## src/rtl/button_event_decoder_pkg.sv

```systemverilog
// Shared definitions for the button event decoder family: FSM state
// encoding and default timing constants for the 100 MHz board clock.
package button_pkg;

    typedef enum logic [1:0] {
        IDLE      = 2'd0,
        PRESSED   = 2'd1,
        LONG_HELD = 2'd2
    } state_t;

    // 1 s long-press threshold and 250 ms repeat period at 100 MHz.
    localparam int DEF_LONG_CYCLES   = 100_000_000;
    localparam int DEF_REPEAT_CYCLES = 25_000_000;

    function automatic int max_int(input int a, input int b);
        return (a > b) ? a : b;
    endfunction

endpackage

```

## src/rtl/button_event_decoder_if.sv

```systemverilog
// Event bus between one debounced switch and its event consumers.
// The master drives the switch level; the slave produces the events.
interface button_event_decoder_if;
    logic CLEAN;
    logic PRESS;
    logic RELEASE;
    logic SHORT;
    logic LONG;
    logic REPEAT;
    logic HELD;

    modport master (
        output CLEAN,
        input  PRESS, RELEASE, SHORT, LONG, REPEAT, HELD
    );

    modport slave (
        input  CLEAN,
        output PRESS, RELEASE, SHORT, LONG, REPEAT, HELD
    );
endinterface

```

## src/rtl/button_event_decoder_level_edge_detect.sv

```systemverilog
// Registers the previous level sample and flags rising/falling edges
// combinationally against the current sample.
module level_edge_detect (
    input  logic clk,
    input  logic rst_n,
    input  logic level_i,
    output logic rise_o,
    output logic fall_o
);
    logic clean_q;

    // Previous-sample register; resets low so a level held high through
    // reset is reported as a rising edge on the first sample.
    always_ff @(posedge clk or negedge rst_n) begin
        if (!rst_n) begin
            clean_q <= 1'b0;
        end else begin
            clean_q <= level_i;
        end
    end

    assign rise_o = level_i & ~clean_q;
    assign fall_o = ~level_i & clean_q;
endmodule

```

## src/rtl/button_event_decoder.sv

```systemverilog
// Turns a debounced switch level into one-clock press / release / short /
// long / repeat events plus a registered held level. All outputs come
// straight from registers in the FSM below.
module button_event_decoder
    import button_pkg::*;
#(
    parameter int LONG_CYCLES   = DEF_LONG_CYCLES,   // must be >= 2
    parameter int REPEAT_CYCLES = DEF_REPEAT_CYCLES  // 0 disables repeat
) (
    input  logic                  clk,
    input  logic                  rst_n,
    button_event_decoder_if.slave bus
);
    localparam int CNT_W = $clog2(max_int(LONG_CYCLES, REPEAT_CYCLES)) + 1;
    localparam logic [CNT_W-1:0] LONG_LAST = CNT_W'(LONG_CYCLES - 1);
    localparam logic [CNT_W-1:0] REP_LAST  =
        (REPEAT_CYCLES == 0) ? '0 : CNT_W'(REPEAT_CYCLES - 1);
    localparam bit REP_EN = (REPEAT_CYCLES != 0);

    logic rise;
    logic fall;

    level_edge_detect u_edge (
        .clk     (clk),
        .rst_n   (rst_n),
        .level_i (bus.CLEAN),
        .rise_o  (rise),
        .fall_o  (fall)
    );

    state_t           state_q;
    logic [CNT_W-1:0] cnt_q;
    logic             press_q;
    logic             release_q;
    logic             short_q;
    logic             long_q;
    logic             repeat_q;
    logic             held_q;

    // Event FSM with registered outputs; release is tested first in each
    // held state so it wins over a coincident LONG or REPEAT. While held,
    // clean_q is 1, so fall is exactly "CLEAN sampled low".
    always_ff @(posedge clk or negedge rst_n) begin
        if (!rst_n) begin
            state_q   <= IDLE;
            cnt_q     <= '0;
            press_q   <= 1'b0;
            release_q <= 1'b0;
            short_q   <= 1'b0;
            long_q    <= 1'b0;
            repeat_q  <= 1'b0;
            held_q    <= 1'b0;
        end else begin
            press_q   <= 1'b0;
            release_q <= 1'b0;
            short_q   <= 1'b0;
            long_q    <= 1'b0;
            repeat_q  <= 1'b0;
            case (state_q)
                IDLE: begin
                    if (rise) begin
                        state_q <= PRESSED;
                        cnt_q   <= CNT_W'(1);
                        press_q <= 1'b1;
                        held_q  <= 1'b1;
                    end
                end
                PRESSED: begin
                    if (fall) begin
                        state_q   <= IDLE;
                        release_q <= 1'b1;
                        short_q   <= 1'b1;
                        held_q    <= 1'b0;
                    end else if (cnt_q == LONG_LAST) begin
                        state_q <= LONG_HELD;
                        long_q  <= 1'b1;
                        cnt_q   <= '0;
                    end else begin
                        cnt_q <= cnt_q + CNT_W'(1);
                    end
                end
                LONG_HELD: begin
                    if (fall) begin
                        state_q   <= IDLE;
                        release_q <= 1'b1;
                        held_q    <= 1'b0;
                    end else if (!REP_EN) begin
                        cnt_q <= '0;
                    end else if (cnt_q == REP_LAST) begin
                        repeat_q <= 1'b1;
                        cnt_q    <= '0;
                    end else begin
                        cnt_q <= cnt_q + CNT_W'(1);
                    end
                end
                default: begin
                    state_q <= IDLE;
                    cnt_q   <= '0;
                    held_q  <= 1'b0;
                end
            endcase
        end
    end

    assign bus.PRESS   = press_q;
    assign bus.RELEASE = release_q;
    assign bus.SHORT   = short_q;
    assign bus.LONG    = long_q;
    assign bus.REPEAT  = repeat_q;
    assign bus.HELD    = held_q;
endmodule

```

## src/flat_wrapper.sv

```systemverilog
// flat-port wrapper written by rule: the top's interface ports become plain ports
module button_event_decoder_flat import button_pkg::*;
#(
    parameter int LONG_CYCLES   = DEF_LONG_CYCLES,                  
    parameter int REPEAT_CYCLES = DEF_REPEAT_CYCLES                      
)
  (clk, rst_n, bus_CLEAN, bus_PRESS, bus_RELEASE, bus_SHORT, bus_LONG, bus_REPEAT, bus_HELD);
  button_event_decoder_if bus_i ();
  input  logic clk;
  input  logic rst_n;
  input wire logic [$bits(bus_i.CLEAN)-1:0] bus_CLEAN;
  output wire logic [$bits(bus_i.PRESS)-1:0] bus_PRESS;
  output wire logic [$bits(bus_i.RELEASE)-1:0] bus_RELEASE;
  output wire logic [$bits(bus_i.SHORT)-1:0] bus_SHORT;
  output wire logic [$bits(bus_i.LONG)-1:0] bus_LONG;
  output wire logic [$bits(bus_i.REPEAT)-1:0] bus_REPEAT;
  output wire logic [$bits(bus_i.HELD)-1:0] bus_HELD;
  assign bus_i.CLEAN = bus_CLEAN;
  assign bus_PRESS = bus_i.PRESS;
  assign bus_RELEASE = bus_i.RELEASE;
  assign bus_SHORT = bus_i.SHORT;
  assign bus_LONG = bus_i.LONG;
  assign bus_REPEAT = bus_i.REPEAT;
  assign bus_HELD = bus_i.HELD;
  button_event_decoder #(.LONG_CYCLES(LONG_CYCLES), .REPEAT_CYCLES(REPEAT_CYCLES)) u_core (.clk(clk), .rst_n(rst_n), .bus(bus_i));
endmodule
```

## config.mk

```make
export PLATFORM = sky130hd
export DESIGN_NAME = button_event_decoder_flat
export DESIGN_NICKNAME = d
export VERILOG_FILES = /design/src/rtl/button_event_decoder_pkg.sv /design/src/rtl/button_event_decoder_if.sv /design/src/rtl/button_event_decoder_level_edge_detect.sv /design/src/rtl/button_event_decoder.sv /design/src/flat_wrapper.sv
export SDC_FILE = /design/constraint.sdc
export NUM_CORES = 1
export LEC_CHECK = 0
export CAP_MARGIN = 25
export CORE_UTILIZATION = 36
export CTS_CLUSTER_DIAMETER = 60
export DETAILED_ROUTE_END_ITERATION = 16
export SKIP_LAST_GASP = 1
export SYNTH_ARGS = -nofsm -noshare
export SYNTH_HDL_FRONTEND = slang
export SYNTH_SLANG_ARGS = --single-unit
```

## constraint.sdc

```tcl
create_clock -name clk -period 2.6 [get_ports clk]
set_input_delay 0.52 -clock clk [delete_from_list [all_inputs] [get_ports clk]]
set_output_delay 0.52 -clock clk [all_outputs]
set_load 0.01 [all_outputs]
```

==> metrics.md, run 1 <==
| Metric | Value |
|---|---|
| Status | `finished clean` |
| Post-synthesis average cell area | `9.15 um^2` |
| Largest net degree at the start of global routing | `38` |
| Nets@finish | `255` |
| HPWL after detailed placement | `3.45 mm` |
| Clk_lat worst skew | `0.29 ns` |
| Critical-path maximum fanout | `9` |
| Crit. End Element | `flop` |
| Synth Net Count | `241` |
| CTS tree | `built` |
| Final period utilization | `86.3%` |
| Layout cell share with drive strength beyond 1 | `12.5%` |
| Unrepaired setup endpoints after global routing | `no` |
| Number of vias per cell | `5.57` |
| Highest clock rate | `445 MHz` |
| Power, Total | `1850 uW` |
| DR DRC count | `0` |
| Leakage power | `0.00100 uW` |
| Simple-Gate Fraction of Synth Area | `26.4%` |
| Largest family of logic cells by synthesized area | `simple AND/OR/NAND/NOR gates` |
| Worst setup margin | `0.355 ns` |
| Worst hold slack | `0.322 ns` |
| Most frequent cells in the layout | `dfrtp_1, nand2_1, a21oi_1` |
| Yosys reg bits | `37` |
| Reg-to-Reg End | `u_core.cnt_q[7]` |
| Xor/xnor share of the synthesized area | `2.06%` |
| Final ANT Viol Nets | `0` |
| Max_slew headroom | `45.7%` |
| Mapped Area | `2130 um^2` |
| Longest Clk Path Bufs | `2` |
| Worst Hold Class | `input pin to asynchronous set/reset pin` |
| Pre-CTS worst setup slack | `0.253 ns` |
| Maximum vdd drop | `0.586 mV` |
| Number of distinct library cells after synthesis | `45` |
| Gr usage total | `17.3%` |
| Critical Path Max Stage Delay | `0.47 ns` |
| Slowest stage cell, crit path | `or4_4` |
| Hold buffers post-CTS | `0` |
| Initial Utilization | `38.0%` |
| Worst Tran Pin Value | `0.815 ns` |
| GR Overflow Total | `0` |
| Finished Cell Area | `2450 um^2` |
| Hold Vio Cnt, Final | `0` |
| Chip height | `78.9 um` |
| Post-synth EDFFs | `0` |
| Critical path arrival | `2.42 ns` |
| Routability cong. | `0.852` |
| Setup repair bufs after CTS | `0` |
| Seq/Total Area, Yosys | `43.5%` |
| Final Skew | `0.00845 ns` |
| Post-synthesis mux area share | `1.41%` |
| Post-Route WL | `4.75 mm` |
| Power Dens Cells | `755 nW/um^2` |
| Min cycle time layout | `2.25 ns` |
| Crit Path Class | `flop to flop` |
| Number of port buffers | `8` |
| Cts repair resizes | `0` |
| Reg2Reg Depth | `7` |
| Worst Path Required | `2.78 ns` |
| Compound-Gate Fraction of Synth Area | `19.7%` |
| Predominant post-synthesis flop cell | `dfrtp_1` |
| I/O pins | `9` |
| # diodes | `0` |
| Asr flop ratio synth | `100%` |
| First DRT Iteration DRCs | `95` |
| Cells after Synth | `233` |
| Vias in the first global route | `1724` |
| Root buf cell | `clkbuf_8` |
| # rows | `27` |
| Register clock-pin slew on the reported worst setup and hold paths | `0.07 ns` |
| R2r setup slk | `0.35 ns` |
| TritonCTS buffer count | `5` |
| DR WL/cell | `14.9 um` |
| Area grow syn2layout | `14.9%` |
| Commonest non-fill, non-tap cell in the layout | `dfrtp_1` |
| First-pass GRT wire length | `8.48 mm` |
| Max-Cap Viols | `0` |
| Die Area | `6230 um^2` |
| Adder-Cell Fraction of Synth Area | `2.94%` |
| Via count | `1782` |
| CP Cell Sequence | `nand3_1 -> or4_4 -> o41ai_4 -> a21oi_2 -> buf_4 -> a21o_1 -> a22o_1` |
| Overall die width | `78.9 um` |
| Core Box Area | `5610 um^2` |
| Final slew viol count | `0` |
| # setup viols final | `0` |
| Synth Warn # | `0` |
| Nature of the critical path startpoint | `flop` |
| Post-DP Area | `2310 um^2` |
| Worst r2r src | `u_core.cnt_q[20]` |
| H-tree levels | `2` |
| # clock sinks | `37` |
| Antenna violations before repair | `0` |
| Drt pass-1 iters | `4` |
| Sum Neg Setup Slack | `0 ns` |
[routing by layer]
metal	wire, um	up-vias	track usage (%)
met3	106	5	3.56
met4	34	0	4.55
met1	2410	858	24.5
met5	0	-	0
li1	-	897	-
met2	2200	22	26.9
[cells in the mapped netlist (2+ instances only)]
master | number | area, um^2
o21ai_0 | 9 | 45.0
ha_1 | 5 | 62.6
and3_1 | 4 | 25.0
xor2_1 | 3 | 26.3
nand4_1 | 14 | 87.6
a22o_1 | 4 | 35.0
nand2b_1 | 5 | 31.3
nand2_1 | 19 | 71.3
nor4_1 | 4 | 25.0
a21oi_1 | 18 | 90.1
and4_1 | 4 | 35.0
buf_2 | 3 | 15.0
o31ai_1 | 3 | 22.5
mux2i_1 | 3 | 30.0
xnor2_1 | 2 | 17.5
a21oi_2 | 3 | 26.3
or3_1 | 2 | 12.5
dfrtp_1 | 37 | 926
o22ai_1 | 2 | 12.5
clkbuf_1 | 4 | 15.0
inv_1 | 8 | 30.0
nor3_1 | 5 | 25.0
and2_1 | 5 | 31.3
a31oi_1 | 12 | 75.1
nor2_1 | 17 | 63.8
or2_2 | 2 | 12.5
a21o_1 | 2 | 15.0
nand3_1 | 17 | 85.1
[metrics by stage]
stage,utilization (%),instances
after floorplan,-,233
after global placement,41.3,312
after detailed placement,41.3,312
after CTS,43.6,320
after global routing,43.6,320
final,43.6,320
[power by group]
part,leakage (uW),internal [uW],switching [uW],total (uW)
Combinational,0.000429,226,351,577
Sequential,0.000506,627,53.5,681
Clock,0.0000681,381,208,589
[critical path, delay by kind of cell (launching register included)]
family	cells	cell delay, ns
AO/OA/AOI/OAI	4	0.87
AND/OR/NAND/NOR	2	0.62
flip-flops	1	0.45
buffers and inverters	1	0.19
[cells by family (layout without fill, tap and decap cells)]
group                      Yosys count  count (layout)
adders and majority gates            5               5
DFF                                 37              37
xor gates and xnor gates             5               5
muxes                                3               3
and+or+nand+nor                    104             104
buffers and inverters               19              34
AOI/OAI and AO/OA                   60              60
[final cells by class]
cell class	instances	area, um^2
fillers	557	3160
multi-input cells	177	1120
flip-flops and latches	37	926
repair buffers	18	150
well taps	72	90.1
clock buffers	5	68.8
clock inverters	3	65.1
inverters	8	30.0
[registers in the layout (all words and copies together), names as in the netlist]
signal,cells
u_core.bus.REPEAT,1
u_core.u_edge.clean_q,1
u_core.cnt_q,28
u_core.bus.LONG,1
u_core.bus.RELEASE,1
u_core.state_q,2
u_core.bus.HELD,1
u_core.bus.SHORT,1
u_core.bus.PRESS,1
[worst max-delay path by stage]
stage | from | endpoint | slack, ns | cells past startpoint
floorplan | u_core.cnt_q[0] | u_core.cnt_q[17] | 0.49 | 9
global placement | bus_CLEAN | u_core.cnt_q[24] | 0.33 | 8
detailed placement | bus_CLEAN | u_core.cnt_q[24] | 0.25 | 8
CTS | u_core.cnt_q[20] | u_core.cnt_q[7] | 0.34 | 7
global route | u_core.cnt_q[8] | u_core.cnt_q[22] | 0.11 | 8
finish | u_core.cnt_q[20] | u_core.cnt_q[7] | 0.35 | 7
Power figures use the tool's default switching activity.
==> inputs of run 2 (changes only) <==
--- a/config.mk
+++ b/config.mk
@@ -9,6 +9,7 @@
 export CORE_UTILIZATION = 36
 export CTS_CLUSTER_DIAMETER = 60
 export DETAILED_ROUTE_END_ITERATION = 16
+export SETUP_SLACK_MARGIN = 0.2
 export SKIP_LAST_GASP = 1
 export SYNTH_ARGS = -nofsm -noshare
 export SYNTH_HDL_FRONTEND = slang
==> metrics.md, run 2 (synthesis results as in run 1) <==
| Metric | Value |
|---|---|
| First DRT Iteration DRCs | `105 (+11%)` |
| Layout cell share with drive strength beyond 1 | `14.0% (+1.5 points)` |
| Hold Vio Cnt, Final | `0 (unchanged)` |
| Most frequent cells in the layout | `dfrtp_1, nand2_1, a21oi_1` |
| Critical path arrival | `2.42 ns (about the same)` |
| CP Cell Sequence | `nand3_1 -> or4_4 -> o41ai_4 -> a21oi_2 -> buf_4 -> a21o_1 -> a22o_1` |
| Register clock-pin slew on the reported worst setup and hold paths | `0.07 ns (about the same)` |
| Initial Utilization | `38.0% (unchanged)` |
| Leakage power | `0.00103 uW (+2.7%)` |
| Crit. End Element | `flop` |
| Post-Route WL | `4.86 mm (+2.2%)` |
| Final period utilization | `86.1% (-0.21 points)` |
| Worst Hold Class | `input pin to asynchronous set/reset pin` |
| Met1 Use GR | `24.5% (unchanged)` |
| Largest net degree at the start of global routing | `38 (unchanged)` |
| Worst Tran Pin Value | `0.814 ns (-0.000672 ns)` |
| TritonCTS buffer count | `5 (unchanged)` |
| Critical Path Max Stage Delay | `0.47 ns (about the same)` |
| Crit Path Class | `flop to flop` |
| Drt pass-1 iters | `6 (+2)` |
| Overall die width | `78.9 um (unchanged)` |
| First-pass GRT wire length | `8.48 mm (unchanged)` |
| Most flops, register | `u_core.cnt_q` |
| Antenna violations before repair | `0 (unchanged)` |
| # diodes | `0 (unchanged)` |
| Max-Cap Viols | `0 (unchanged)` |
| Gr usage total | `17.3% (unchanged)` |
| # setup viols final | `0 (unchanged)` |
| Number of vias per cell | `5.58 (+0.16%)` |
| CTS tree | `built` |
| Area grow syn2layout | `17.6%` |
| I/O pins | `9 (unchanged)` |
| Nature of the critical path startpoint | `flop` |
| Power Dens Cells | `762 nW/um^2 (+1.0%)` |
| Power, Total | `1910 uW (+3.4%)` |
| Longest Clk Path Bufs | `2 (unchanged)` |
| Hold buffers post-CTS | `0 (unchanged)` |
| Final ANT Viol Nets | `0 (unchanged)` |
| Vias in the first global route | `1724 (unchanged)` |
| Maximum vdd drop | `0.620 mV (+5.8%)` |
| GR met2 Demand/Resource | `26.9% (unchanged)` |
| HPWL after detailed placement | `3.45 mm (unchanged)` |
| Min cycle time layout | `2.24 ns (-0.00556 ns)` |
| Number of port buffers | `8 (unchanged)` |
| Highest clock rate | `447 MHz (+0.25%)` |
| Via count | `1796 (+0.79%)` |
| Die Area | `6230 um^2 (unchanged)` |
| # rows | `27 (unchanged)` |
| Unrepaired setup endpoints after global routing | `no` |
| GR peak layer | `met2` |
| Pre-CTS worst setup slack | `0.253 ns (unchanged)` |
| Worst setup margin | `0.360 ns (+0.00556 ns)` |
| Status | `finished clean` |
| Max_slew headroom | `45.7% (about the same)` |
| Slowest stage cell, crit path | `or4_4` |
| DR DRC count | `0 (unchanged)` |
| Clk_lat worst skew | `0.29 ns (about the same)` |
| Routability cong. | `0.852 (unchanged)` |
| Chip height | `78.9 um (unchanged)` |
| # clock sinks | `37 (unchanged)` |
| Final slew viol count | `0 (unchanged)` |
| Biggest regs | `u_core.cnt_q: 28 flops, u_core.state_q: 2 flops` |
| Sum Neg Setup Slack | `0 ns (unchanged)` |
| Core Box Area | `5610 um^2 (unchanged)` |
| Final Skew | `0.00872 ns (+0.000274 ns)` |
| Root buf cell | `clkbuf_8` |
| Worst Path Required | `2.78 ns (about the same)` |
| Fin util | `44.7% (+1.0 points)` |
| Nets@finish | `257 (+0.78%)` |
| Critical-path maximum fanout | `9 (unchanged)` |
| Worst r2r src | `u_core.cnt_q[20]` |
| Number of flip-flops in the largest register | `28 (unchanged)` |
| H-tree levels | `2 (unchanged)` |
| GR Layer Usage met3 | `3.56% (unchanged)` |
| CP Launch Point | `u_core.cnt_q[20]` |
| Commonest non-fill, non-tap cell in the layout | `dfrtp_1` |
| GR Overflow Total | `0 (unchanged)` |
| DR WL/cell | `15.1 um (+1.6%)` |
==> run 2: through the flow <==
step | hold slack [ns] | instance area, um^2 | std cells
after floorplan | 0.224 | 2130 | 233
after global placement | 0.465 | 2310 | 312
after detailed placement | 0.485 | 2310 | 312
after CTS | 0.360 | 2450 | 320
after global routing | 0.403 | 2500 | 322
final | 0.321 | 2500 | 322
==> run 2: power breakdown <==
part / switching (uW) / total [uW] / internal [uW]
combinational: 363 / 632 / 269
clock: 208 / 589 / 381
sequential: 61.4 / 689 / 627
total: 633 / 1910 / 1280
==> run 2: worst paths after layout <==
kind / end / cells after the start / slack, ns
max: u_core.cnt_q[7] / 7 / 0.36
min: u_core.cnt_q[23] / 1 / 0.32
max reg2reg: u_core.cnt_q[7] / 7 / 0.36
min reg2reg: u_core.cnt_q[27] / 1 / 0.49
max in group asynchronous: u_core.cnt_q[12] / 1 / 1.75
min in group clk: u_core.cnt_q[27] / 1 / 0.49
==> run 2: final cells by class <==
class / instances / area [um^2]
fill: 552 / 3100
multi-input combinational: 177 / 1160
clock buffer: 5 / 68.8
inverter: 8 / 30.0
tap: 72 / 90.1
clock inverter: 3 / 65.1
timing repair buffer: 20 / 169
sequential: 37 / 926
==> run 2: layer usage <==
| layer | part of all wire (%) | vias to the layer above | routed length (um) |
|---|---|---|---|
| met2 | 47 | 22 | 2270 |
| met1 | 50 | 868 | 2440 |
| met4 | 0.74 | 0 | 36 |
| met3 | 2.3 | 4 | 113 |
| li1 | - | 902 | - |
| met5 | 0 | - | 0 |
==> run 2: worst max-delay path: cells and delay by family (launching register included) <==
family,cells,cell delay [ns]
AND/OR/NAND/NOR,2,0.62
flip-flops,1,0.45
buffers and inverters,1,0.19
AO/OA/AOI/OAI,4,0.87
==> run 2: repair_timing <==
item / in CTS / in global routing
setup buffers: 0 / 2
endpoints found under the hold margin: 0 / 0
setup endpoints to repair: 0 / 8
gates resized for setup: 0 / 6
==> inputs of run 3 (changes only) <==
==> constraint.sdc (replaced) <==
create_clock -name clk -period 1.95 [get_ports clk]
set_input_delay 0.39 -clock clk [delete_from_list [all_inputs] [get_ports clk]]
set_output_delay 0.39 -clock clk [all_outputs]
set_load 0.01 [all_outputs]
==> metrics.md, run 3 (synthesis results as in run 1) <==
| Metric | Value |
|---|---|
| Final Skew | `0.00586 ns (-0.00286 ns)` |
| # setup viols final | `30 (+30)` |
| Failing checks | `setup timing` |
| Nets@finish | `326 (+27%)` |
| Final ANT Viol Nets | `0 (unchanged)` |
| Clk_lat worst skew | `0.29 ns (about the same)` |
| GR Overflow Total | `0 (unchanged)` |
| Chip height | `78.9 um (unchanged)` |
| Drt pass-1 iters | `5 (-1)` |
| Critical-path maximum fanout | `6 (-3)` |
| Final slew viol count | `0 (unchanged)` |
| Max_slew headroom | `74.2% (+28 points)` |
| Via count | `2157 (+20%)` |
| # clock sinks | `37 (unchanged)` |
| Crit Path Class | `flop to flop` |
| Max-Cap Viols | `0 (unchanged)` |
| # diodes | `0 (unchanged)` |
| Worst setup margin | `-0.162 ns (-0.522 ns)` |
| Pre-CTS worst setup slack | `-0.172 ns (-0.425 ns)` |
| Worst Tran Pin Value | `0.388 ns (-0.427 ns)` |
| CTS tree | `built` |
| Unrepaired setup endpoints after global routing | `yes` |
| Power, Total | `2870 uW (+50%)` |
| R2r setup slk | `-0.16 ns (-0.52 ns)` |
| Most flops, register | `u_core.cnt_q` |
| Highest clock rate | `474 MHz (+6.1%)` |
| Gr usage total | `20.8% (+3.4 points)` |
| Post-Layout Cell Count | `391 (+21%)` |
| Hold Vio Cnt, Final | `0 (unchanged)` |
| Root buf cell | `clkbuf_8` |
| Initial Utilization | `38.0% (unchanged)` |
| Finished Cell Area | `3190 um^2 (+28%)` |
| Number of flip-flops in the largest register | `28 (unchanged)` |
| Post-DP Area | `2780 um^2 (+20%)` |
| Area grow syn2layout | `49.9%` |
| Crit. End Element | `flop` |
| # rows | `27 (unchanged)` |
| Overall die width | `78.9 um (unchanged)` |
| Most frequent cells in the layout | `buf_4, dfrtp_1, nor2_1` |
| Die Area | `6230 um^2 (unchanged)` |
| Power Dens Cells | `899 nW/um^2 (+18%)` |
| Worst Hold Class | `input pin to asynchronous set/reset pin` |
| Largest net degree at the start of global routing | `18 (-53%)` |
| Vias in the first global route | `2062 (+20%)` |
| Fill cells | `508 (-8.0%)` |
| Biggest regs | `u_core.cnt_q: 28 flops, u_core.state_q: 2 flops` |
| H-tree levels | `2 (unchanged)` |
| Antenna violations before repair | `0 (unchanged)` |
| Layout cell share with drive strength beyond 1 | `42.3% (+28 points)` |
| DR DRC count | `0 (unchanged)` |
| Core Box Area | `5610 um^2 (unchanged)` |
| Sum Neg Setup Slack | `-2.58 ns (-2.58 ns)` |
| Worst Path Required | `2.13 ns (-0.65 ns)` |
| Maximum vdd drop | `0.763 mV (+23%)` |
| Leakage power | `0.00140 uW (+36%)` |
| DR WL/cell | `15.6 um (+3.6%)` |
| Commonest non-fill, non-tap cell in the layout | `buf_4` |
| Number of port buffers | `8 (unchanged)` |
| Number of vias per cell | `5.52 (-1.1%)` |
| Longest Clk Path Bufs | `2 (unchanged)` |
| Nature of the critical path startpoint | `flop` |
| First DRT Iteration DRCs | `115 (+9.5%)` |
| HPWL after detailed placement | `4.17 mm (+21%)` |
| Critical path arrival | `2.29 ns (-0.13 ns)` |
| Min cycle time layout | `2.11 ns (-0.128 ns)` |
| First-pass GRT wire length | `9.86 mm (+16%)` |
| Status | `complete, but fails checks` |
| Placed cells | `367 (+18%)` |
| Post-Route WL | `6.12 mm (+26%)` |
| Register clock-pin slew on the reported worst setup and hold paths | `0.08 ns (about the same)` |
| Hold buffers post-CTS | `0 (unchanged)` |
| I/O pins | `9 (unchanged)` |
| TritonCTS buffer count | `5 (unchanged)` |
| Final period utilization | `108% (+22 points)` |
| Routability cong. | `0.840 (-1.3%)` |
[run 3: layer usage]
metal,part of all wire (%),vias to the layer above,track usage [%]
li1,-,1040,-
met1,44,1054,27.0
met2,51,53,35.2
met3,4.2,10,3.56
met4,1.0,0,6.18
met5,0,-,0
[run 3: power breakdown]
part           leakage, uW  internal (uW)  switching [uW]
Sequential        0.000505            836            49.1
Combinational     0.000838            688             691
Clock            0.0000542            320             287
Total              0.00140           1840            1030
[run 3: worst paths after layout]
path | cells past startpoint | end | startpoint
worst max-delay path | 7 | u_core.cnt_q[17] | u_core.cnt_q[7]
worst min-delay path | 1 | u_core.cnt_q[18] | rst_n
worst max register to register | 7 | u_core.cnt_q[17] | u_core.cnt_q[7]
worst min register to register | 2 | u_core.bus.HELD | u_core.bus.HELD
max in group asynchronous | 2 | u_core.cnt_q[23] | rst_n
min in group clk | 2 | u_core.bus.HELD | u_core.bus.HELD
[run 3: what timing repair did]
item	in CTS	in global routing
cloned	2	1
endpoints found under the setup margin	29	31
gates resized for setup	25	21
hold endpoints to repair	0	0
setup buffers	9	4
pin swaps	22	17
[run 3: cell type report]
| cell class | count | area (um^2) | area share, % |
|---|---|---|---|
| tap | 72 | 90.1 | 2.82 |
| multi-input combinational | 178 | 1310 | 40.9 |
| sequential | 37 | 927 | 29.0 |
| clock inverter | 1 | 5.00 | 0.157 |
| timing repair buffer | 88 | 741 | 23.2 |
| inverter | 8 | 30.0 | 0.940 |
| clock buffer | 7 | 96.3 | 3.02 |
[run 3: stage by stage]
stage	hold slack [ns]	utilization, %
after floorplan	0.0944	-
after global placement	0.334	49.5
after detailed placement	0.338	49.5
after CTS	0.0296	54.8
after global routing	0.0452	57.0
final	0.00781	57.0
[run 3: critical path: stages (launching register included)]
cell,delay (ns)
dfrtp_2,0.44
or4_4,0.52
o41ai_4,0.33
buf_4,0.22
a21oi_4,0.11
buf_12,0.16
a31oi_4,0.12
o31ai_2,0.08
